--- src/rtl/rx_deser_param.sv ---
// Serial-to-parallel deserializer with run-time frame length, selectable bit order and
// valid/ready output handshake. Optional parity accumulator enabled by RX_DESER_PARITY_EN.
module rx_deser_param #(
    parameter int unsigned MAX_WIDTH = 9,
    parameter int unsigned LEN_W     = $clog2(MAX_WIDTH + 1)
) (
    input  logic                 clk_i,
    input  logic                 rst_i,
    input  logic                 sampled_data_bit_i,
    input  logic                 deser_en_i,
    input  logic                 frame_start_i,
    input  logic [LEN_W-1:0]     data_len_i,
    input  logic                 msb_first_i,
    input  logic                 data_ready_i,
    output logic [MAX_WIDTH-1:0] p_data_o,
    output logic                 data_valid_o,
    output logic                 overrun_o,
    output logic                 busy_o,
    output logic [LEN_W-1:0]     bit_cnt_o,
    output logic                 par_calc_o
);

    typedef enum logic [0:0] {StIdle, StShift} state_e;

    state_e               state_q, state_d;
    logic [MAX_WIDTH-1:0] sreg_q, sreg_d;
    logic [MAX_WIDTH-1:0] sreg_next;
    logic [MAX_WIDTH-1:0] p_data_q, p_data_d;
    logic [LEN_W-1:0]     len_q, len_d;
    logic [LEN_W-1:0]     cnt_q, cnt_d;
    logic [LEN_W-1:0]     cnt_inc;
    logic [LEN_W-1:0]     len_clamped;
    logic                 ord_q, ord_d;
    logic                 valid_q, valid_d;
    logic                 overrun_q, overrun_d;

    assign cnt_inc = cnt_q + LEN_W'(1);

    always_comb begin
        len_clamped = data_len_i;
        if (data_len_i == '0) begin
            len_clamped = LEN_W'(1);
        end else if (data_len_i > LEN_W'(MAX_WIDTH)) begin
            len_clamped = LEN_W'(MAX_WIDTH);
        end
    end

    // Shift register value after accepting the current bit, in the latched order.
    always_comb begin
        sreg_next = sreg_q;
        if (ord_q) begin
            sreg_next = {sreg_q[MAX_WIDTH-2:0], sampled_data_bit_i};
        end else begin
            for (int i = 0; i < int'(MAX_WIDTH); i++) begin
                if (LEN_W'(i) == cnt_q) begin
                    sreg_next[i] = sampled_data_bit_i;
                end
            end
        end
    end

    logic frame_done;
    assign frame_done = (state_q == StShift) && !frame_start_i && deser_en_i && (cnt_inc == len_q);

`ifdef RX_DESER_PARITY_EN
    logic par_acc_q, par_acc_d;
    logic par_calc_q, par_calc_d;

    always_comb begin
        par_acc_d  = par_acc_q;
        par_calc_d = par_calc_q;
        if (frame_start_i) begin
            par_acc_d = 1'b0;
        end else if (state_q == StShift && deser_en_i) begin
            par_acc_d = par_acc_q ^ sampled_data_bit_i;
            if (frame_done) begin
                par_calc_d = par_acc_q ^ sampled_data_bit_i;
            end
        end
    end

    always_ff @(posedge clk_i or posedge rst_i) begin
        if (rst_i) begin
            par_acc_q  <= 1'b0;
            par_calc_q <= 1'b0;
        end else begin
            par_acc_q  <= par_acc_d;
            par_calc_q <= par_calc_d;
        end
    end

    assign par_calc_o = par_calc_q;
`else
    assign par_calc_o = 1'b0;
`endif

    always_comb begin
        state_d   = state_q;
        sreg_d    = sreg_q;
        p_data_d  = p_data_q;
        len_d     = len_q;
        cnt_d     = cnt_q;
        ord_d     = ord_q;
        valid_d   = valid_q;
        overrun_d = 1'b0;

        if (valid_q && data_ready_i) begin
            valid_d = 1'b0;
        end

        // A frame start always wins, including over a coincident strobe.
        if (frame_start_i) begin
            state_d = StShift;
            sreg_d  = '0;
            cnt_d   = '0;
            len_d   = len_clamped;
            ord_d   = msb_first_i;
        end else if (state_q == StShift && deser_en_i) begin
            sreg_d = sreg_next;
            cnt_d  = cnt_inc;
            if (frame_done) begin
                state_d   = StIdle;
                p_data_d  = sreg_next;
                valid_d   = 1'b1;
                overrun_d = valid_q && !data_ready_i;
            end
        end
    end

    always_ff @(posedge clk_i or posedge rst_i) begin
        if (rst_i) begin
            state_q   <= StIdle;
            sreg_q    <= '0;
            p_data_q  <= '0;
            len_q     <= '0;
            cnt_q     <= '0;
            ord_q     <= 1'b0;
            valid_q   <= 1'b0;
            overrun_q <= 1'b0;
        end else begin
            state_q   <= state_d;
            sreg_q    <= sreg_d;
            p_data_q  <= p_data_d;
            len_q     <= len_d;
            cnt_q     <= cnt_d;
            ord_q     <= ord_d;
            valid_q   <= valid_d;
            overrun_q <= overrun_d;
        end
    end

    assign p_data_o     = p_data_q;
    assign data_valid_o = valid_q;
    assign overrun_o    = overrun_q;
    assign busy_o       = (state_q == StShift);
    assign bit_cnt_o    = cnt_q;

endmodule

--- config.mk ---
export PLATFORM = sky130hd
export DESIGN_NAME = rx_deser_param
export DESIGN_NICKNAME = d
export VERILOG_FILES = /design/src/rtl/rx_deser_param.sv
export SDC_FILE = /design/constraint.sdc
export NUM_CORES = 1
export LEC_CHECK = 0
export CORE_MARGIN = 2
export CORE_UTILIZATION = 25
export CTS_CLUSTER_DIAMETER = 200
export CTS_CLUSTER_SIZE = 24
export DETAILED_ROUTE_END_ITERATION = 6
export PLACE_DENSITY = 0.46
export SYNTH_ARGS = -nofsm -noshare
export SYNTH_HDL_FRONTEND = slang
export SYNTH_SLANG_ARGS = --single-unit
--- constraint.sdc ---
create_clock -name clk_i -period 3.4 [get_ports clk_i]
set_clock_uncertainty 0.1 [all_clocks]
set_input_delay 0.68 -clock clk_i [delete_from_list [all_inputs] [get_ports clk_i]]
set_output_delay 0.68 -clock clk_i [all_outputs]
set_load 0.02 [all_outputs]
==> out/qor.yml, run 1 <==
outcome: "completed"
reg2reg_to: "p_data_o[6]$_DFFE_PP0P_"
met2_usage_pct: 17.2
area_growth_pct: 24.2
vias: 1231
hold_viol_final: 0
hold_class: "reg2reg"
p_switching_w: 0.000366
max_slew_margin_pct: 55.7
power.density_nw_per_um2: 556
nNetsFinal: 207
portBuffers: 26
dr.first_iter.drc_count: 60
synth-seq-cells: 30
drt-total-wl_um: 3680
drive_gt1_share_pct: 13.0
cts_setup_buffers: 0
power.static_leakage_nw: 0.890
setup_tns_ns: 0
via_per_inst: 4.58
initial_core_util_pct: 26.0
syn_nets: 182
diodes: 0
tritoncts: "yes"
path_delay_family: "simple AND/OR/NAND/NOR gates"
layout_common_cells: "30 x dfrtp_1, 26 x clkdlybuf4s50_1, 17 x nor2_1, 13 x a21oi_1, 12 x nand2_1"
whs_path_depth: 1
worst_pin_slew_ns: 0.664
holdPathEnd: "p_data_o[1]$_DFFE_PP0P_"
grt.total_usage_pct: 11.4
drt_pass1_iterations: 6
crit_cells: 6
grt-busiest-layer: "met2"
r2r-start: "bit_cnt_o[0]$_DFFE_PP0P_"
rsz0062_at_grt: "no"
crit_required_ns: 3.47
cts.reportedPaths.clkPinSlew_ns: 0.07
setup-violations-final: 0
cpMaxStageDelayCell: "or3b_1"
cts_buffers: 5
crit_path_max_fanout: 10
syn_area_um2: 1670
worst_r2r_path_depth: 6
synth_warnings: 0
cp-end-kind: "flop"
postCtsHoldBufs: 0
max_stage_delay_ns: 0.68
p_int_w: 0.000789
cts_root_buf: "clkbuf_8"
dieArea_um2: 7360
core_um2: 6420
route.detailed.drc: 0
synth-main-ff-cell: "dfrtp_1"
drv_slew: 0
p_comb_share_pct: 35.1
arrival_ns: 2.94
yosysSeqAreaShare_pct: 44.9
die_w_um: 85.8
synth_area_per_cell_um2: 10.0
critPathLaunchType: "flop"
h-tree-depth: 2
crit_chain: "inv_1 -> ha_1 -> xor2_1 -> or4_1 -> or3b_1 -> mux2_4"
routedWlPerCell_um: 13.7
final_core_util_pct: 32.4
clk_path_buf_depth: 2
use_met1_pct: 15.7
place_congestion: 0.707
max_freq_ghz: 0.348
finalCriticalPeriod_ns: 2.87
grt_max_degree: 31
first_global_vias: 1297
hp-start: "p_data_o[1]$_DFFE_PP0P_"
dpl_cell_area_um2: 2000
max-vdd-ir-drop_uv: 132
async_flop_share_pct: 100
antenna_found_initial: 0
final_area_um2: 2080
synthesis.instances: 167
clkSinkCount: 30
crit_buf_inv: 1
rrSetupSlack_ns: 0.53
final_common_cell: "dfrtp_1"
io_pins: 28
post-route-period-util_pct: 84.5
detail-route-antenna-nets: 0
max_cap_viol_count: 0
clkLatencyLatePin_ns: 0.28
dp_hpwl_um: 2560
placementRows: 29
worstSetupPathType: "reg2reg"
clkPwrFrac_pct: 23.5
grt_pass1_wl_um: 6490
die_height_um: 85.8
power_frac_seq_pct: 41.3
swShare_pct: 31.7
cts_resized: 0
ys_types: 31
use_met3_pct: 2.89
grt_overflow: 0
synth_edf_count: 0
-- metal layers --
metal	vias to the layer above	part of all wire, %
li1	623	-
met1	574	50
met2	27	44
met3	7	3.4
met4	0	1.6
met5	-	0
-- cell families after synthesis --
kind of cell / synth area share [%]
simple gates: 22.4
flops: 44.9
compound gates: 10.0
buf+inv: 4.26
mux: 10.1
xor+xnor: 5.09
fa+ha+maj: 2.99
other cells: 0.224
-- registers in the layout (all words and copies together), names as in the netlist --
signal,cells
overrun_o,1
bit_cnt_o,4
ord_q,1
sreg_q,9
busy_o,1
len_q,4
data_valid_o,1
p_data_o,9
-- worst max-delay path by stage --
stage                             startpoint                      end
global route        bit_cnt_o[0]$_DFFE_PP0P_  p_data_o[6]$_DFFE_PP0P_
finish              bit_cnt_o[0]$_DFFE_PP0P_  p_data_o[6]$_DFFE_PP0P_
detailed placement                deser_en_i  p_data_o[0]$_DFFE_PP0P_
CTS                 bit_cnt_o[0]$_DFFE_PP0P_  p_data_o[6]$_DFFE_PP0P_
global placement                  deser_en_i  p_data_o[3]$_DFFE_PP0P_
floorplan           bit_cnt_o[0]$_DFFE_PP0P_  p_data_o[0]$_DFFE_PP0P_
-- per-stage QoR --
stage | setup slack [ns] | cells | total power (W) | hold WS [ns]
2_1_floorplan | 0.779 | 167 | 0.000731 | 0.397
3_3_place_gp | 0.322 | 262 | 0.000896 | 0.400
3_5_place_dp | 0.272 | 262 | 0.000897 | 0.399
4_1_cts | 0.481 | 269 | 0.00118 | 0.417
5_1_grt | 0.390 | 269 | 0.00124 | 0.440
6_report | 0.527 | 269 | 0.00115 | 0.412
-- cell type report --
class / instances / area [µm²]
Inverter: 5 / 18.8
Clock inverter: 2 / 10.0
Fill cell: 650 / 4340
Tap cell: 77 / 96.3
Multi-Input combinational cell: 121 / 851
Clock buffer: 5 / 68.8
Timing Repair Buffer: 29 / 283
Sequential cell: 30 / 751
-- cells in the mapped netlist (5+ instances only) --
| master | count | area, µm² |
|---|---|---|
| inv_1 | 5 | 18.8 |
| nand3b_1 | 5 | 37.5 |
| nand3_1 | 5 | 25.0 |
| or3_1 | 9 | 56.3 |
| mux2_4 | 9 | 135 |
| dfrtp_1 | 30 | 751 |
| nor2b_1 | 10 | 62.6 |
| a221oi_1 | 8 | 70.1 |
| a21oi_1 | 13 | 65.1 |
| clkbuf_1 | 9 | 33.8 |
| nand2_1 | 12 | 45.0 |
| nor2_1 | 17 | 63.8 |
-- power by group through the flow --
stage | logic (W) | registers, W | clock network [W]
5_1_grt | 0.000441 | 0.000491 | 0.000305
6_report | 0.000406 | 0.000477 | 0.000272
3_3_place_gp | 0.000408 | 0.000488 | 0
3_5_place_dp | 0.000411 | 0.000486 | 0
2_1_floorplan | 0.000190 | 0.000541 | 0
4_1_cts | 0.000412 | 0.000480 | 0.000285
-- worst register-to-register path, delay by kind of cell, from the launching register on --
family	cells	cell delay, ns
simple gates	2	1.13
buf+inv	1	0.13
xor+xnor	1	0.16
mux	1	0.40
flops	1	0.48
fa+ha+maj	1	0.35
No activity file was read; power rests on OpenSTA's default activity.
==> run 2: changes to the inputs <==
Clock period 3.4 ns to 2.85 ns, I/O delays scaled along.
==> out/qor.yml, run 2 (same netlist as run 1, synthesis figures left out) <==
die_height_um: 85.8  # unchanged
h-tree-depth: 2  # unchanged
power_frac_seq_pct: 40.0  # -1.3 points
setup_tns_ns: 0  # unchanged
outcome: "completed"
hold_class: "reg2reg"
r2r-start: "bit_cnt_o[0]$_DFFE_PP0P_"
crit_required_ns: 2.91  # -0.56 ns
layout_common_cells: "30 x dfrtp_1, 26 x clkdlybuf4s50_1, 17 x nor2_1, 13 x a21oi_1, 12 x nand2_1"
clkLatencyLatePin_ns: 0.28  # about the same
max_cap_viol_count: 0  # unchanged
post-route-period-util_pct: 87.5  # +3.0 points
first_global_vias: 1262  # -2.7%
final_common_cell: "dfrtp_1"
stdcell_count: 275  # +2.2%
grt_pass1_wl_um: 6310  # -2.9%
drt-total-wl_um: 3680  # about the same
core_um2: 6420  # unchanged
cts_resized: 0  # unchanged
crit_path_max_fanout: 5  # -5
grt_max_degree: 31  # unchanged
nNetsFinal: 212  # +2.4%
final_area_um2: 2130  # +2.4%
routedWlPerCell_um: 13.4  # -2.3%
cts_buffers: 5  # unchanged
worstSetupPathType: "reg2reg"
max-vdd-ir-drop_uv: 182  # +38%
swShare_pct: 30.9  # -0.84 points
dieArea_um2: 7360  # unchanged
drive_gt1_share_pct: 15.2  # +2.1 points
finalCriticalPeriod_ns: 2.49  # -0.379 ns
portBuffers: 26  # unchanged
vias: 1265  # +2.8%
cpMaxStageDelayCell: "or4_1"
arrival_ns: 2.56  # -0.38 ns
crit_chain: "inv_1 -> ha_1 -> xor2_1 -> or4_1 -> or3b_1 -> buf_4 -> mux2_4"
via_per_inst: 4.60  # +0.52%
max_freq_ghz: 0.401  # +15%
cts_setup_buffers: 0  # unchanged
p_comb_share_pct: 35.3  # +0.2 points
tritoncts: "yes"
drt_pass1_iterations: 6  # unchanged
cp-end-kind: "flop"
hp-start: "p_data_o[8]$_DFFE_PP0P_"
setup-violations-final: 0  # unchanged
p_switching_w: 0.000437  # +19%
route.detailed.drc: 0  # unchanged
antenna_found_initial: 0  # unchanged
cts.reportedPaths.clkPinSlew_ns: 0.07  # about the same
clk_path_buf_depth: 2  # unchanged
io_pins: 28  # unchanged
clkSinkCount: 30  # unchanged
placementRows: 29  # unchanged
layout_setup_ws_ns: 0.356  # -0.171 ns
diodes: 0  # unchanged
power.density_nw_per_um2: 665  # +20%
dp_hpwl_um: 2610  # +2.1%
power.static_leakage_nw: 0.918  # +3.2%
critPathLaunchType: "flop"
grt.total_usage_pct: 11.1  # -0.35 points
area_growth_pct: 27.2
hold_viol_final: 0  # unchanged
dp_worst_setup_slack_ns: 0.115  # -0.157 ns
max_stage_delay_ns: 0.45  # -0.23 ns
place_congestion: 0.743  # +5.1%
dpl_cell_area_um2: 2040  # +1.9%
dr.first_iter.drc_count: 83  # +38%
place_inst: 267  # +1.9%
postCtsHoldBufs: 0  # unchanged
detail-route-antenna-nets: 0  # unchanged
drv_slew: 0  # unchanged
worst_pin_slew_ns: 0.507  # -0.156 ns
final_core_util_pct: 33.1  # +0.78 points
grt_overflow: 0  # unchanged
initial_core_util_pct: 26.0  # unchanged
die_w_um: 85.8  # unchanged
rsz0062_at_grt: "no"
cts_root_buf: "clkbuf_8"
timing.critical_path.from: "bit_cnt_o[0]$_DFFE_PP0P_"
clkPwrFrac_pct: 24.7  # +1.2 points
max_slew_margin_pct: 66.2  # +10 points
p_int_w: 0.000979  # +24%
[run 2: cell types whose count changed in the layout (fill, tap and decap cells not counted), sizes merged]
cell | before | now
buf | 3 | 8
clkbuf | 5 | 7
clkinv | 2 | 1
[run 2: layout make-up]
type,instances,area [µm²]
clock inverters,1,5.00
well taps,77,96.3
multi-input cells,121,851
repair buffers,34,320
flip-flops and latches,30,751
fillers,663,4290
clock buffers,7,86.3
inverters,5,18.8
[run 2: metrics by stage]
| stage | hold WS [ns] | power (W) |
|---|---|---|
| after floorplan | 0.397 | 0.000872 |
| after global placement | 0.403 | 0.00108 |
| after detailed placement | 0.390 | 0.00108 |
| after CTS | 0.419 | 0.00144 |
| after global routing | 0.428 | 0.00151 |
| final | 0.412 | 0.00142 |
[run 2: worst paths after layout]
path                                           end  slack (ns)  cells after the start
setup / recovery           p_data_o[4]$_DFFE_PP0P_        0.36                      7
hold / removal             p_data_o[8]$_DFFE_PP0P_        0.41                      1
setup reg to reg           p_data_o[4]$_DFFE_PP0P_        0.36                      7
hold reg to reg            p_data_o[8]$_DFFE_PP0P_        0.41                      1
max in group asynchronous    sreg_q[2]$_DFFE_PP0P_        1.80                      3
min in group asynchronous     len_q[0]$_DFFE_PP0P_        0.56                      3
[run 2: power groups by stage]
stage               registers (W)  logic (W)  clock network (W)
floorplan                0.000645   0.000227                  0
global placement         0.000579   0.000502                  0
detailed placement       0.000576   0.000506                  0
CTS                      0.000568   0.000509           0.000367
global route             0.000579   0.000540           0.000392
finish                   0.000566   0.000499           0.000350
[run 2: critical path: cells and delay by family (launching register included)]
kind                       cells  cell delay (ns)
xor gates and xnor gates       1             0.16
adders and majority gates      1             0.27
muxes                          1             0.29
buffers and inverters          2             0.31
DFF                            1             0.38
and+or+nand+nor                2             0.87
[run 2: routing by layer]
| metal | vias up | GRT usage, % | routed length, µm |
|---|---|---|---|
| li1 | 635 | - | - |
| met1 | 593 | 14.2 | 1790 |
| met4 | 0 | 4.76 | 64 |
| met5 | - | 0 | 0 |
| met3 | 7 | 2.98 | 162 |
| met2 | 30 | 17.6 | 1660 |
==> run 3: changes to the inputs <==
Settings changed: HOLD_SLACK_MARGIN set to 0.06, SETUP_SLACK_MARGIN set to 0.3, SLEW_MARGIN set to 20.
==> out/qor.yml, run 3 (same netlist as run 1, synthesis figures left out) <==
max_cap_viol_count: 0  # unchanged
drive_gt1_share_pct: 16.7  # +1.5 points
postCtsHoldBufs: 0  # unchanged
worst_r2r_path_depth: 7  # unchanged
stdcell_count: 275  # unchanged
place_congestion: 0.727  # -2.1%
dp_hpwl_um: 2630  # +0.90%
core_um2: 6420  # unchanged
first_global_vias: 1267  # +0.40%
cp-end-kind: "flop"
drv_slew: 0  # unchanged
worstSetupPathType: "reg2reg"
crit_required_ns: 2.92  # about the same
tritoncts: "yes"
diodes: 0  # unchanged
dp_worst_setup_slack_ns: 0.107  # -0.00749 ns
cpMaxStageDelayCell: "or4_1"
hold_class: "reg2reg"
hold_viol_final: 0  # unchanged
placementRows: 29  # unchanged
nNetsFinal: 212  # unchanged
grt_pass1_wl_um: 6180  # -2.1%
setup_tns_ns: 0  # unchanged
cts_root_buf: "clkbuf_8"
drt-total-wl_um: 3730  # +1.3%
finalPower_w: 0.00142  # +0.56%
worst_pin_slew_ns: 0.505  # -0.00279 ns
crit_chain: "inv_2 -> ha_1 -> xor2_1 -> or4_1 -> or3b_4 -> buf_4 -> mux2_4"
final_core_util_pct: 33.2  # +0.059 points
die_height_um: 85.8  # unchanged
drt_pass1_iterations: 5  # -1
arrival_ns: 2.53  # -0.03 ns
setup-violations-final: 0  # unchanged
cts.reportedPaths.clkPinSlew_ns: 0.07  # about the same
routedWlPerCell_um: 13.6  # +1.3%
area_growth_pct: 27.4
finalCriticalPeriod_ns: 2.47  # -0.0290 ns
via_per_inst: 4.62  # +0.47%
grt.total_usage_pct: 10.9  # -0.21 points
io_pins: 28  # unchanged
h-tree-depth: 2  # unchanged
die_w_um: 85.8  # unchanged
antenna_found_initial: 0  # unchanged
vias: 1271  # +0.47%
max_slew_margin_pct: 66.4  # +0.19 points
critPathLaunchType: "flop"
max_freq_ghz: 0.406  # +1.2%
power.static_leakage_nw: 0.917  # about the same
initial_core_util_pct: 26.0  # unchanged
clkLatencyLatePin_ns: 0.28  # about the same
layout_common_cells: "29 x dfrtp_1, 26 x clkdlybuf4s50_1, 17 x nor2_1, 13 x a21oi_1, 12 x nand2_1"
portBuffers: 26  # unchanged
detail-route-antenna-nets: 0  # unchanged
grt_overflow: 0  # unchanged
max-vdd-ir-drop_uv: 200  # +9.8%
outcome: "completed"
place_inst: 267  # unchanged
dr.first_iter.drc_count: 82  # -1.2%
clk_path_buf_depth: 2  # unchanged
dieArea_um2: 7360  # unchanged
max_stage_delay_ns: 0.46  # about the same
grt_max_degree: 31  # unchanged
power.density_nw_per_um2: 668  # +0.38%
final_common_cell: "dfrtp_1"
post-route-period-util_pct: 86.5  # -1.0 points
crit_path_max_fanout: 5  # unchanged
whs_path_depth: 1  # unchanged
rsz0062_at_grt: "no"
route.detailed.drc: 0  # unchanged
clkSinkCount: 30  # unchanged
cts_buffers: 5  # unchanged
fill_cells: 662  # -0.15%
layout_setup_ws_ns: 0.385  # +0.0290 ns
run 3: cell counts in the layout (fill, tap and decap cells not counted):
No cell type changed its count.
run 3: metrics by stage:
step	cell area, µm²	hold slack, ns
5_1_grt	2130	0.431
2_1_floorplan	1670	0.397
4_1_cts	2130	0.415
3_5_place_dp	2040	0.395
6_report	2130	0.409
3_3_place_gp	2040	0.400
run 3: final cells by class:
class | instances | area (µm²) | area share (%)
multi-input combinational | 121 | 853 | 40.0
timing repair buffer | 34 | 320 | 15.0
sequential | 30 | 752 | 35.3
clock buffer | 7 | 86.3 | 4.05
tap | 77 | 96.3 | 4.52
inverter | 5 | 18.8 | 0.880
clock inverter | 1 | 5.00 | 0.235
run 3: path summary, 6_finish.rpt:
kind,from,slack [ns],to
setup reg to reg,bit_cnt_o[0]$_DFFE_PP0P_,0.38,p_data_o[7]$_DFFE_PP0P_
setup / recovery,bit_cnt_o[0]$_DFFE_PP0P_,0.38,p_data_o[7]$_DFFE_PP0P_
max in group asynchronous,rst_i,1.79,bit_cnt_o[0]$_DFFE_PP0P_
hold / removal,p_data_o[8]$_DFFE_PP0P_,0.41,p_data_o[8]$_DFFE_PP0P_
hold reg to reg,p_data_o[8]$_DFFE_PP0P_,0.41,p_data_o[8]$_DFFE_PP0P_
min in group asynchronous,rst_i,0.55,data_valid_o$_DFF_PP0_
run 3: worst max-delay path: cells and delay by family, from the launching register on:
kind / cells / cell delay, ns
adder cells (fa/ha/maj): 1 / 0.25
multiplexers: 1 / 0.29
AND/OR/NAND/NOR: 2 / 0.87
flip-flops: 1 / 0.41
buffers and inverters: 2 / 0.26
XOR/XNOR: 1 / 0.16
run 3: timing repair:
action	4_1_cts	5_1_grt
resized for setup	0	2
setup buffers	0	0
setup endpoints to repair	0	9
hold endpoints to repair	0	0
run 3: power by group:
group | internal [W] | total, W | switching [W]
clock network | 0.000195 | 0.000358 | 0.000163
registers | 0.000509 | 0.000567 | 0.0000579
logic | 0.000277 | 0.000499 | 0.000223
total | 0.000980 | 0.00142 | 0.000444
run 3: layer usage:
layer / GRT usage (%) / up-vias / share of wire [%]
li1: - / 639 / -
met1: 14.1 / 603 / 49
met2: 17.3 / 24 / 46
met3: 2.89 / 5 / 3.3
met4: 4.33 / 0 / 1.2
met5: 0 / - / 0
